==> src/rtl/lut_arb_pkg.sv <==
`default_nettype none
// ============================================================================
// Module : lut_arb_pkg
// Brief  : Shared types and default sizes for the lookup-table access arbiter.
// Rev    : 1.0
// ============================================================================
package lut_arb_pkg;

  localparam int LUT_NUM_RX = 4;
  localparam int LUT_ASIZE  = 8;
  localparam int LUT_DW     = 16;

  typedef enum logic [0:0] {
    ST_INIT = 1'b0,
    ST_RUN  = 1'b1
  } state_t;

  typedef logic [LUT_DW-1:0] entry_t;

endpackage
`default_nettype wire

==> src/rtl/lut_access_arbiter_rr_arbiter.sv <==
`default_nettype none
// ============================================================================
// Module : rr_arbiter
// Brief  : Combinational round-robin pick, searching upward from pointer+1.
// Rev    : 1.0
// ============================================================================
module rr_arbiter #(
  parameter int N  = 4,
  parameter int PW = (N > 1) ? $clog2(N) : 1
) (
  input  logic [N-1:0]  i_req,
  input  logic [PW-1:0] i_pointer,
  input  logic          i_enable,
  output logic [N-1:0]  o_gnt,
  output logic [PW-1:0] o_idx,
  output logic          o_any
);

  logic [PW-1:0] w_cand;

  always_comb begin
    o_gnt  = '0;
    o_idx  = '0;
    o_any  = 1'b0;
    w_cand = '0;
    for (int k = 1; k <= N; k++) begin
      w_cand = PW'((int'(i_pointer) + k) % N);
      if (i_enable && !o_any && i_req[w_cand]) begin
        o_any         = 1'b1;
        o_gnt[w_cand] = 1'b1;
        o_idx         = w_cand;
      end
    end
  end

endmodule
`default_nettype wire

==> src/rtl/lut_access_arbiter.sv <==
`default_nettype none
// ============================================================================
// Module : lut_access_arbiter
// Brief  : Clears the lookup table after reset, then shares its single port
//          between per-port VPI readers and one management writer.
// Rev    : 1.0
// ============================================================================
module lut_access_arbiter
  import lut_arb_pkg::*;
#(
  parameter int NUM_RX = LUT_NUM_RX,
  parameter int ASIZE  = LUT_ASIZE,
  parameter int DW     = LUT_DW
) (
  input  logic                    clk,
  input  logic                    rst,
  input  logic [NUM_RX-1:0]       i_rd_req,
  input  logic [NUM_RX*ASIZE-1:0] i_rd_addr,
  output logic [NUM_RX-1:0]       o_rd_gnt,
  output logic [NUM_RX-1:0]       o_rd_valid,
  output logic [DW-1:0]           o_rd_data,
  input  logic                    i_wr_req,
  input  logic [ASIZE-1:0]        i_wr_addr,
  input  logic [DW-1:0]           i_wr_data,
  output logic                    o_wr_gnt,
  output logic [ASIZE-1:0]        o_mem_addr,
  output logic                    o_mem_we,
  output logic                    o_mem_re,
  output logic [DW-1:0]           o_mem_wdata,
  input  logic [DW-1:0]           i_mem_rdata,
  output logic                    o_init_done
);

  localparam int PW = (NUM_RX > 1) ? $clog2(NUM_RX) : 1;
  localparam logic [ASIZE-1:0] c_last_addr = '1;
  localparam logic [PW-1:0]    c_ptr_rst   = PW'(NUM_RX - 1);

  state_t              r_state;
  logic [ASIZE-1:0]    r_init_cnt;
  logic [PW-1:0]       r_ptr;
  logic                r_wr_last;
  logic [NUM_RX-1:0]   r_rd_valid;
  logic                r_init_done;

  logic                w_run;
  logic                w_wr_win;
  logic                w_rd_en;
  logic [NUM_RX-1:0]   w_arb_gnt;
  logic [PW-1:0]       w_arb_idx;
  logic                w_arb_any;
  logic [ASIZE-1:0]    w_rd_addr [NUM_RX];

  for (genvar gi = 0; gi < NUM_RX; gi++) begin : g_addr
    assign w_rd_addr[gi] = i_rd_addr[gi*ASIZE +: ASIZE];
  end

  // A write yields to pending reads on the cycle after it was granted.
  assign w_run    = (r_state == ST_RUN);
  assign w_wr_win = w_run && i_wr_req && !(r_wr_last && (|i_rd_req));
  assign w_rd_en  = w_run && !w_wr_win;

  rr_arbiter #(
    .N  (NUM_RX),
    .PW (PW)
  ) u_rr (
    .i_req     (i_rd_req),
    .i_pointer (r_ptr),
    .i_enable  (w_rd_en),
    .o_gnt     (w_arb_gnt),
    .o_idx     (w_arb_idx),
    .o_any     (w_arb_any)
  );

  always_comb begin
    o_mem_we    = 1'b0;
    o_mem_re    = 1'b0;
    o_mem_addr  = '0;
    o_mem_wdata = '0;
    o_rd_gnt    = '0;
    o_wr_gnt    = 1'b0;
    if (rst) begin
      o_mem_we = 1'b1;
    end else if (!w_run) begin
      o_mem_we   = 1'b1;
      o_mem_addr = r_init_cnt;
    end else if (w_wr_win) begin
      o_wr_gnt    = 1'b1;
      o_mem_we    = 1'b1;
      o_mem_addr  = i_wr_addr;
      o_mem_wdata = i_wr_data;
    end else if (w_arb_any) begin
      o_rd_gnt   = w_arb_gnt;
      o_mem_re   = 1'b1;
      o_mem_addr = w_rd_addr[w_arb_idx];
    end
  end

  always_ff @(posedge clk or posedge rst) begin
    if (rst) begin
      r_state     <= ST_INIT;
      r_init_cnt  <= '0;
      r_ptr       <= c_ptr_rst;
      r_wr_last   <= 1'b0;
      r_rd_valid  <= '0;
      r_init_done <= 1'b0;
    end else begin
      r_rd_valid <= '0;
      r_wr_last  <= 1'b0;
      case (r_state)
        ST_INIT: begin
          r_init_cnt <= r_init_cnt + 1'b1;
          if (r_init_cnt == c_last_addr) begin
            r_state     <= ST_RUN;
            r_init_done <= 1'b1;
          end
        end
        ST_RUN: begin
          if (w_wr_win) begin
            r_wr_last <= 1'b1;
          end else if (w_arb_any) begin
            r_ptr      <= w_arb_idx;
            r_rd_valid <= w_arb_gnt;
          end
        end
        default: r_state <= ST_INIT;
      endcase
    end
  end

  assign o_rd_valid  = r_rd_valid;
  assign o_rd_data   = i_mem_rdata;
  assign o_init_done = r_init_done;

endmodule
`default_nettype wire

==> config.mk <==
export PLATFORM = sky130hd
export DESIGN_NAME = lut_access_arbiter
export DESIGN_NICKNAME = d
export VERILOG_FILES = /design/src/rtl/lut_arb_pkg.sv /design/src/rtl/lut_access_arbiter_rr_arbiter.sv /design/src/rtl/lut_access_arbiter.sv
export SDC_FILE = /design/constraint.sdc
export NUM_CORES = 1
export LEC_CHECK = 0
export CAP_MARGIN = 0
export CORE_MARGIN = 3
export CORE_UTILIZATION = 32
export CTS_CLUSTER_SIZE = 24
export DETAILED_ROUTE_END_ITERATION = 10
export PLACE_DENSITY = 0.83
export SYNTH_ARGS = -nofsm -noshare
export SYNTH_HDL_FRONTEND = slang
export SYNTH_SLANG_ARGS = --single-unit
==> constraint.sdc <==
create_clock -name clk -period 3.5 [get_ports clk]
set_clock_uncertainty 0.15 [all_clocks]
set_input_delay 0.35 -clock clk [delete_from_list [all_inputs] [get_ports clk]]
set_output_delay 0.35 -clock clk [all_outputs]
set_load 0.05 [all_outputs]
Yosys cells after proc, flatten, opt, wreduce, memory -nomap -nowiden. Index checks and enable logic that the tools add are counted. Widths: inputs -> output; s select.

Add/subtract/negate cells: 5. Bitwise operators: 6. Reductions and logical operators: 23. Order comparisons: 9. Eq/ne operators: 1. Muxes and demuxes: 53.

Operators with widths (count): $mux 16 (3); $mux 8 (6); $mux 4 (8); $mux 1 (23); $bmux 8 s2 (1); $logic_and 1x1->1 (15); $lt 2x3->1 const B (4); $or 4x4->4 (3); $add 8x1->8 const B (1); $bmux 1 s2 (4); $demux 1 s2 (4); $eq 8x8->1 const B (1); $ge 2x1->1 const B (4); $mux 2 (4); $logic_not 1->1 (5); $add 2x1->2 const B (2); $add 2x2->2 const B (2); $reduce_or 4->1 (1); $ge 3x3->1 const B (1); $not 2->3 (1); $reduce_and 3->1 (1); $not 1->1 (2); $reduce_and 2->1 (1).

Input port bits: 79. Register bits after elaboration: 17.

Depth between registers and ports, before layout. Gate-level depths: netlist of the first run.

Depth in word-level cells: 28. Mapped depth: 12. Gate-level depth less buffers: 9.

By module. A second synthesis of the first run with hierarchy kept.

Cells, all modules: 219. Area total of the unflattened synthesis: 1983.2 µm².

By module, submodules not included: lut_access_arbiter (instances 1, area each 1461.4 µm², cells each 154); rr_arbiter (instances 1, area each 521.8 µm², cells each 65).

Worst setup path before layout of the first run. OpenSTA, ideal clock, no wires.

Path kind: register -> output. From: register r_ptr[1]. To: output o_mem_addr[6]. Stages on the path, launching flop included: 12. Path buffers: 3. Slack: -0.926 ns. Data arrival time: 3.926 ns. Path through: dfstp_2 -> buf_2 -> inv_1 -> ha_1 -> buf_2 -> mux4_2 -> a2111o_1 -> o21ba_4 -> a221oi_4 -> buf_6 -> mux2i_1 -> o31ai_1.

Longest elaborated chain between the ends: 25. Elaborated cells on any way between the ends: 38. Classes of those cells: add/sub: 4; mux: 23; bitwise: 1; reduce/logical: 10.

Ends and longest elaborated chain: start, declared (RTL line lut_access_arbiter.sv:40) `logic [PW-1:0] r_ptr;`; start signal, assigned (RTL line lut_access_arbiter.sv:102) `r_ptr <= c_ptr_rst;`; start signal, assigned (RTL line lut_access_arbiter.sv:121) `r_ptr <= w_arb_idx;`; $add 2x1->2 (RTL line lut_access_arbiter_rr_arbiter.sv:27) `w_cand = PW'((int'(i_pointer) + k) % N);`; $bmux 1 s2 (RTL line lut_access_arbiter_rr_arbiter.sv:28) `if (i_enable && !o_any && i_req[w_cand]) begin`; $mux 1 (implied by the code) (RTL line lut_access_arbiter_rr_arbiter.sv:28); $logic_and 1x1->1 (RTL line lut_access_arbiter_rr_arbiter.sv:28); $mux 1 (RTL line lut_access_arbiter_rr_arbiter.sv:28); $logic_not 1->1 (RTL line lut_access_arbiter_rr_arbiter.sv:28); $logic_and 1x1->1 (2 in a row) (RTL line lut_access_arbiter_rr_arbiter.sv:28); $mux 1 (RTL line lut_access_arbiter_rr_arbiter.sv:28); [7 not listed]; $mux 2 (RTL line lut_access_arbiter_rr_arbiter.sv:28); $not 2->3 (implied by the code) (RTL line lut_access_arbiter.sv:94) `o_mem_addr = w_rd_addr[w_arb_idx];`; $bmux 8 s2 (RTL line lut_access_arbiter.sv:94); $mux 8 (implied by the code) (2 in a row) (RTL line lut_access_arbiter.sv:94); $mux 8 * (RTL line lut_access_arbiter.sv:91) `end else if (w_arb_any) begin`; $mux 8 * (RTL line lut_access_arbiter.sv:86) `end else if (w_wr_win) begin`; $mux 8 * (RTL line lut_access_arbiter.sv:83) `end else if (!w_run) begin`; $mux 8 * (RTL line lut_access_arbiter.sv:81) `if (rst) begin`; end, declared (RTL line lut_access_arbiter.sv:26) `output logic [ASIZE-1:0] o_mem_addr,`.

Mark *: on every way between the ends. The rest lies on a longest branch, timed or not. The select of a mux whose other input is x is not followed.

Worst setup path in the final report of the first run.
From: register r_ptr[0]. To: output o_mem_addr[3].

The elaborated chain is that of the path after synthesis.

==> results_dict.tcl, run 1 <==
set metrics [dict create \
    place.gp.congestion 0.860 \
    final_common_cell "clkdlybuf4s50_1" \
    path_class "reg -> out" \
    required_ns 3.00 \
    violations "negative setup slack" \
    rsz0062_at_grt "true" \
    dieWidth_um 81.8 \
    yosys_warnings 0 \
    core-area_mm2 0.00534 \
    grt_max_degree 37 \
    maxSlewHeadroom_pct 66.7 \
    drive_above_1_share_pct 31.8 \
    cts.sinks 17 \
    tns_ns -0.914 \
    dp_slack_ns -0.251 \
    place_hpwl_mm 5.04 \
    dr.pass1.iters 4 \
    final_nets 391 \
    worst_ir_drop_vdd_mv 0.111 \
    cp.arrival_ns 3.15 \
    cp_common_cell "buf_6" \
    initial_core_util_pct 34.5 \
    synth-compound-area-share_pct 16.7 \
    cp_cell_sequence "buf_6 -> buf_4 -> mux4_2 -> a2111o_1 -> o21ba_4 -> a221oi_4 -> buf_6 -> mux2i_1 -> o32a_1 -> o21ai_4 -> buf_12" \
    final_area_mm2 0.00348 \
    ys_seq_area_share_pct 23.2 \
    synth_simple_gate_area_share_pct 20.4 \
    synth_top_family_by_area "simple AND/OR/NAND/NOR gates" \
    cp_max_fo 5 \
    diodes 0 \
    status "complete, but fails checks" \
    num_io_pins 131 \
    die-area_mm2 0.00670 \
    crit_path_top_delay_cell "dfstp_2" \
    layout_min_cycle_time_ns 3.65 \
    vias 1961 \
    port_buffers 98 \
    async_flop_share_pct 100 \
    report.final.slew_viol_count 0 \
    p_int_uw 382 \
    fin_util_pct 65.2 \
    leakage_nw 1.55 \
    synth-seq-cells 17 \
    fmax_mhz 274 \
    fin_ws_ns -0.150 \
    synthCells 201 \
    drc 0 \
    synthAdderAreaFrac_pct 6.12 \
    antenna_found_initial 0 \
    area_growth_pct 88.9 \
    synth_ff_type "dfrtp_1" \
    avgViaCountPerCell 5.27 \
    crit_path_end_kind "output port" \
    worstSetupStartpointType "register" \
    routed_wl_mm 6.35 \
    clock_latency_ns 0.25 \
    wl_per_cell_um 17.1 \
    placed_area_mm2 0.00329 \
    power_uw 514 \
    cts_buffers 3 \
    p_seq_share_pct 38.6 \
    setup_viol 8 \
    synth_edf_count 0 \
    syn_nets 289 \
    syn_area_per_cell_um2 9.16 \
    synth_xor_area_share_pct 3.33 \
    combPwrFrac_pct 32.8 \
    drtIter0Drc 98 \
    cts_buffer_depth 2 \
    grt_pass1_vias 2006 \
    drtAntennaViolNets 0 \
    power_density_mw_per_mm2 148 \
    root_buffer "clkbuf_8" \
    power_switching_uw 132 \
    syn-cell-area_mm2 0.00184 \
    final_cell_mix "clkdlybuf4s50_1 (67), buf_12 (32), buf_4 (23)" \
    synth.mux.area_fraction_pct 19.2 \
    crit_family "compound AO/OA/AOI/OAI gates" \
    worst_pin_slew_ns 0.499 \
    cpPeakStageDelay_ns 0.59 \
    cts_tree "yes" \
    synth_cell_types 49 \
    fillers 408 \
    clockPowerShare_pct 28.6 \
    grt-ovfl-total 0 \
    hold_violations 0 \
    hp-class "reg -> reg" \
    drv_cap 0 \
    track_usage_pct 18.5 \
    htree_levels 1 \
    die_y_um 81.8 \
    row_count 26 \
    clkTransAtPathRegs_ns 0.06 \
    sw_frac_of_total_pct 25.7 \
    grt_pass1_wl_mm 9.66 \
    fin_crit_sh_pct 104 \
    path_buf_inv 4 \
]
[area by class of cell]
type,instances,area (um^2),share of cell area [%]
multi-input combinational,151,1370,39.5
clock buffer,4,45.0,1.30
timing repair buffer,125,1520,43.6
inverter,5,26.3,0.756
tap,70,87.6,2.52
sequential,17,428,12.3
[through the flow]
| stage | hold slack, ns | instances |
|---|---|---|
| 3_3_place_gp | 0.303 | 357 |
| 5_1_grt | 0.335 | 372 |
| 6_report | 0.319 | 372 |
| 3_5_place_dp | 0.313 | 357 |
| 4_1_cts | 0.327 | 367 |
| 2_1_floorplan | 0.301 | 201 |
[logic make-up (layout without fill, tap and decap cells)]
kind of cell,after synthesis,count (layout)
AND/OR/NAND/NOR,68,68
AO/OA/AOI/OAI,37,37
XOR/XNOR,7,7
flip-flops,17,17
adder cells (fa/ha/maj),9,9
multiplexers,30,30
buffers and inverters,33,134
[synth_stat cells, types with 2 or more instances]
master	count	area share, %
nand3_1	6	1.6
dfstp_2	2	2.9
mux2_1	3	1.8
a31oi_1	3	1.0
nand4_1	2	0.68
xor2_1	2	0.95
a22oi_1	11	4.5
xnor2_1	5	2.4
buf_2	3	0.82
and2_1	7	2.4
clkbuf_1	7	1.4
a221o_1	4	2.2
o21ai_0	3	0.82
ha_1	9	6.1
mux2i_1	17	9.2
inv_1	5	1.0
and3_1	20	6.8
nand2_1	11	2.2
nor2b_1	2	0.68
or2_0	2	0.68
o22ai_1	4	1.4
buf_6	2	1.2
buf_4	16	6.5
nor2_1	8	1.6
mux2_2	5	3.1
mux2_4	3	2.4
nor3_1	3	0.82
dfrtp_1	15	20
[state kept, by name, summed over array words and instances (netlist names)]
| name | cells |
|---|---|
| o_init_done | 1 |
| o_rd_valid | 4 |
| r_init_cnt | 8 |
| r_ptr | 2 |
| r_state | 1 |
| r_wr_last | 1 |
[power by group through the flow]
stage / clock [mW] / combinational (mW) / sequential [mW]
3_5_place_dp: 0 / 0.159 / 0.202
2_1_floorplan: 0 / 0.112 / 0.202
3_3_place_gp: 0 / 0.154 / 0.202
6_report: 0.147 / 0.169 / 0.199
5_1_grt: 0.166 / 0.181 / 0.198
4_1_cts: 0.146 / 0.163 / 0.198
[worst paths after layout]
kind                                   from       endpoint  slack [ns]  depth (start not counted)
worst max-delay path               r_ptr[0]  o_mem_addr[3]       -0.15                         11
worst min-delay path            o_init_done    o_init_done        0.32                          1
worst max register to register     r_ptr[0]  o_rd_valid[0]        1.02                          7
worst min register to register  o_init_done    o_init_done        0.32                          1
max in group asynchronous               rst       r_ptr[1]        2.54                          3
min in group asynchronous               rst  r_init_cnt[0]        0.37                          3
[metal layers]
layer	vias up	track usage (%)	share of wire [%]
li1	924	-	-
met1	914	20.4	38
met2	108	34.4	52
met3	15	4.82	8.4
met4	0	5.65	1.8
met5	-	0	0
[what timing repair did]
item                                    4_1_cts  5_1_grt
gates cloned                                  1        0
setup buffers                                 5        5
endpoints found under the setup margin        8       12
hold buffers                                  0        0
resized for setup                             5        8
pin swaps                                     6        3
(Power assumes the default switching activity.)
==> run 2: changes to the inputs <==
- GPL_TIMING_DRIVEN: unset -> 0
==> results_dict.tcl, run 2 (same netlist as run 1, synthesis figures left out) <==
set metrics [dict create \
    drtAntennaViolNets 0 \
    clock_latency_ns 0.25 \
    track_usage_pct 17.1 \
    final_cell_mix "clkdlybuf4s50_1 (83), buf_4 (33), and3_1 (20)" \
    final_common_cell "clkdlybuf4s50_1" \
    clkTransAtPathRegs_ns 0.06 \
    largest_register_ffs 8 \
    grt-ovfl-total 0 \
    crit_path_end_kind "output port" \
    drive_above_1_share_pct 30.6 \
    violations "negative setup slack" \
    cts_buffers 3 \
    dieWidth_um 81.8 \
    wl_per_cell_um 15.3 \
    worst_pin_slew_ns 1.08 \
    top_register "r_init_cnt" \
    die-area_mm2 0.00670 \
    cts.sinks 17 \
    htree_levels 1 \
    grt_pass1_vias 1925 \
    regArea_um2 428 \
    layout_min_cycle_time_ns 3.72 \
    fillers 440 \
    final_area_mm2 0.00332 \
    holdWs_ns 0.322 \
    maxSlewHeadroom_pct 27.7 \
    fin_crit_sh_pct 106 \
    hold_violations 0 \
    row_count 26 \
    path_class "reg -> out" \
    antenna_found_initial 0 \
    dp_cells 384 \
    num_io_pins 131 \
    grt_max_degree 27 \
    worst_ir_drop_vdd_mv 0.153 \
    die_y_um 81.8 \
    crit_path_top_delay_cell "dfstp_2" \
    drv_cap 0 \
    power_uw 567 \
    report.final.slew_viol_count 0 \
    cp_cell_sequence "clkinvlp_4 -> ha_4 -> mux4_2 -> a2111o_1 -> o21ba_4 -> a221oi_4 -> buf_6 -> mux2_4 -> o22ai_4 -> buf_6" \
    vias 2016 \
    multi_input_area_mm2 0.00139 \
    port_buffers 113 \
    drtIter0Drc 97 \
    area_growth_pct 80.6 \
    cp_common_cell "buf_6" \
    cts_buffer_depth 2 \
    drc 0 \
    fmax_mhz 269 \
    routed_wl_mm 6.13 \
    cp_max_fo 5 \
    tns_ns -1.30 \
    status "complete, but fails checks" \
    avgViaCountPerCell 5.04 \
    path_buf_inv 3 \
    leakage_nw 1.54 \
    cts_tree "yes" \
    fin_cells 400 \
    placed_area_mm2 0.00320 \
    diodes 0 \
    cp.arrival_ns 3.22 \
    dp_slack_ns -1.00 \
    place.gp.congestion 0.854 \
    fin_util_pct 62.3 \
    crit_family "compound AO/OA/AOI/OAI gates" \
    initial_core_util_pct 34.5 \
    dr.pass1.iters 4 \
    hp-class "reg -> reg" \
    core-area_mm2 0.00534 \
    rsz0062_at_grt "true" \
    grt_pass1_wl_mm 9.02 \
    worstSetupStartpointType "register" \
    root_buffer "clkbuf_8" \
    setup_viol 8 \
    final_nets 419 \
    cpPeakStageDelay_ns 0.58 \
    ctsHoldBuffers 0 \
    required_ns 3.00 \
    power_density_mw_per_mm2 171 \
    place_hpwl_mm 4.81 \
    fin_ws_ns -0.220 \
]
run 2: cell types whose count changed in the layout (fill, tap and decap cells not counted), sizes merged:
cell,change
clkinv,+1
clkdlybuf4s50,+16
buf,-14
clkdlybuf4s15,+4
clkbuf,+21
run 2: area by class of cell:
type	instances	share of cell area, %
flip-flops and latches	17	12.9
inverters	5	0.790
clock inverters	1	0.151
clock buffers	3	1.24
plain buffers	25	4.97
multi-input cells	151	41.8
repair buffers	128	35.5
well taps	70	2.63
run 2: worst paths after layout:
check	depth (start not counted)	slack (ns)	endpoint	startpoint
min	1	0.32	o_init_done	o_init_done
max in group asynchronous	3	1.81	r_init_cnt[4]	rst
max	10	-0.22	o_mem_addr[4]	r_ptr[0]
min reg2reg	1	0.32	o_init_done	o_init_done
min in group asynchronous	3	0.74	r_init_cnt[1]	rst
max reg2reg	8	0.90	r_ptr[1]	r_ptr[0]
run 2: repair_timing:
item                                    in CTS  in global routing
endpoints found under the setup margin      30                 30
cloned                                       1                  0
pin swaps                                    7                  6
buffers inserted                             9                  5
gates resized for setup                    105                 48
hold endpoints to repair                     0                  0
run 2: power by group:
part	switching, mW	total [mW]	internal, mW
Clock	0.0641	0.143	0.0790
Sequential	0.000900	0.199	0.198
Combinational	0.103	0.225	0.123
Total	0.168	0.567	0.400
run 2: worst register-to-register path: stages (launching register included):
cell and delay [ns]:
dfstp_2 0.58, clkinvlp_4 0.13, ha_4 0.31, mux4_2 0.34
a2111o_1 0.39, o21ba_4 0.28, a221oi_4 0.09, buf_4 0.20
nand2_1 0.06
run 2: layer usage:
layer	vias to the layer above	global-route usage (%)	share of wire [%]	routed length [um]
met1	913	21.3	39	2400
li1	982	-	-	-
met4	0	3.16	0.90	55
met3	8	4.17	10	637
met5	-	0	0	0
met2	113	30.1	50	3040
==> run 3: changes to the inputs <==
- CORE_ASPECT_RATIO: unset -> 0.6
==> results_dict.tcl, run 3 (same netlist as run 1, synthesis figures left out) <==
set metrics [dict create \
    cpPeakStageDelay_ns 0.58 \
    leakage_nw 1.56 \
    track_usage_pct 19.0 \
    tns_ns -1.15 \
    reg2reg_slack_ns 0.84 \
    htree_levels 1 \
    setup_viol 8 \
    rsz0062_at_grt "true" \
    final_common_cell "clkdlybuf4s50_1" \
    layout_min_cycle_time_ns 3.70 \
    grt_pass1_wl_mm 10.5 \
    cts_buffer_depth 2 \
    place_hpwl_mm 5.27 \
    port_buffers 113 \
    final_nets 423 \
    grt-ovfl-total 0 \
    largest_register_ffs 8 \
    cp_cell_sequence "clkinvlp_4 -> ha_4 -> mux4_2 -> a2111o_1 -> o21ba_4 -> a221oi_4 -> buf_4 -> mux2i_1 -> o32a_1 -> o21ai_4 -> buf_8" \
    grt_max_degree 27 \
    avgViaCountPerCell 5.05 \
    die_y_um 64.7 \
    root_buffer "clkbuf_8" \
    dp_slack_ns -1.04 \
    final_cell_mix "clkdlybuf4s50_1 (83), buf_4 (37), and3_1 (20)" \
    antenna_found_initial 0 \
    report.final.slew_viol_count 0 \
    whs_endpoint "r_init_cnt[5]" \
    ctsHoldBuffers 0 \
    final_area_mm2 0.00335 \
    path_class "reg -> out" \
    busiest_layer "met2" \
    clkTransAtPathRegs_ns 0.07 \
    reg2reg_depth 9 \
    fin_ws_ns -0.203 \
    vias 2077 \
    power_density_mw_per_mm2 172 \
    cp.arrival_ns 3.20 \
    use_met1_pct 24.1 \
    worst_ir_drop_vdd_mv 0.122 \
    crit_path_top_delay_cell "dfstp_2" \
    status "complete, but fails checks" \
    worstSetupStartpointType "register" \
    drtAntennaViolNets 0 \
    clock_latency_ns 0.25 \
    diodes 0 \
    num_io_pins 131 \
    grt_pass1_vias 2126 \
    worstHoldPathCells 1 \
    drv_cap 0 \
    row_count 20 \
    hold_path_startpoint "r_init_cnt[5]" \
    r2r_start "r_ptr[0]" \
    crit_family "compound AO/OA/AOI/OAI gates" \
    cp.depth 11 \
    maxSlewHeadroom_pct 46.7 \
    cts_buffers 3 \
    die-area_mm2 0.00673 \
    required_ns 3.00 \
    r2r_end "r_ptr[1]" \
    path_buf_inv 3 \
    drtIter0Drc 163 \
    cts_tree "yes" \
    core-area_mm2 0.00531 \
    holdWs_ns 0.347 \
    worst_pin_slew_ns 0.800 \
    crit_path_end_kind "output port" \
    initial_core_util_pct 34.7 \
    use_met2_pct 33.2 \
    cts.sinks 17 \
    top_register "r_init_cnt" \
    area_growth_pct 82.3 \
    drive_above_1_share_pct 32.3 \
    hp-class "reg -> reg" \
    dr.pass1.iters 4 \
    violations "negative setup slack" \
    dieWidth_um 104 \
    place.gp.congestion 0.798 \
    hold_violations 0 \
    cp_max_fo 5 \
    use_met3_pct 5.37 \
    fin_crit_sh_pct 106 \
    routed_wl_mm 6.72 \
    wl_per_cell_um 16.4 \
    placed_area_mm2 0.00321 \
    drc 0 \
    fmax_mhz 270 \
]
-- run 3: cell types whose count changed in the layout (fill, tap and decap cells not counted), sizes merged --
cell           change
buf                +5
clkbuf             +2
clkdlybuf4s15      -3
-- run 3: routing by layer --
metal  up-vias  wire (um)  share of wire, %
li1        994          -                 -
met1       977       2840                42
met2        98       3290                49
met3         8        531               7.9
met4         0         65              0.97
met5         -          0                 0
-- run 3: repair_timing --
item                                    in CTS  in global routing
hold endpoints to repair                     0                  0
pin swaps                                    7                  4
cloned                                       1                  0
gates resized for setup                    106                 49
setup buffers                               11                  7
endpoints found under the setup margin      30                 30
-- run 3: cell type report --
cell class / instances / area [um^2]
sequential: 17 / 428
clock buffer: 3 / 41.3
multi-input combinational: 151 / 1390
timing repair buffer: 132 / 1200
tap: 77 / 96.3
buffer: 25 / 166
inverter: 5 / 26.3
fill: 450 / 1950
clock inverter: 1 / 5.00
-- run 3: worst max-delay path by stage --
stage | startpoint | end | slack (ns)
floorplan | r_ptr[0] | o_mem_addr[0] | -0.13
global placement | r_ptr[0] | o_mem_addr[1] | -1.01
detailed placement | r_ptr[0] | o_mem_addr[1] | -1.04
CTS | r_ptr[0] | o_mem_addr[1] | -0.28
global route | r_ptr[0] | o_mem_addr[3] | -0.32
finish | r_ptr[0] | o_mem_addr[3] | -0.20
-- run 3: worst reg2reg max path: stages (launching register included) --
cell        delay [ns]
dfstp_2           0.58
clkinvlp_4        0.13
ha_4              0.31
mux4_2            0.33
a2111o_1          0.36
o21ba_4           0.27
a221oi_4          0.09
buf_4             0.19
buf_4             0.14
nand2_1           0.05
-- run 3: where the power goes --
part | total [mW] | internal (mW) | switching (mW)
Clock | 0.148 | 0.0790 | 0.0690
Sequential | 0.199 | 0.198 | 0.00103
Combinational | 0.229 | 0.123 | 0.106
-- run 3: through the flow --
stage	total power, mW	std cells	utilization, %
after detailed placement	0.419	391	60.4
after global placement	0.416	391	60.4
after CTS	0.578	406	63.2
after global routing	0.602	411	63.2
after floorplan	0.314	201	-
final	0.575	411	63.2
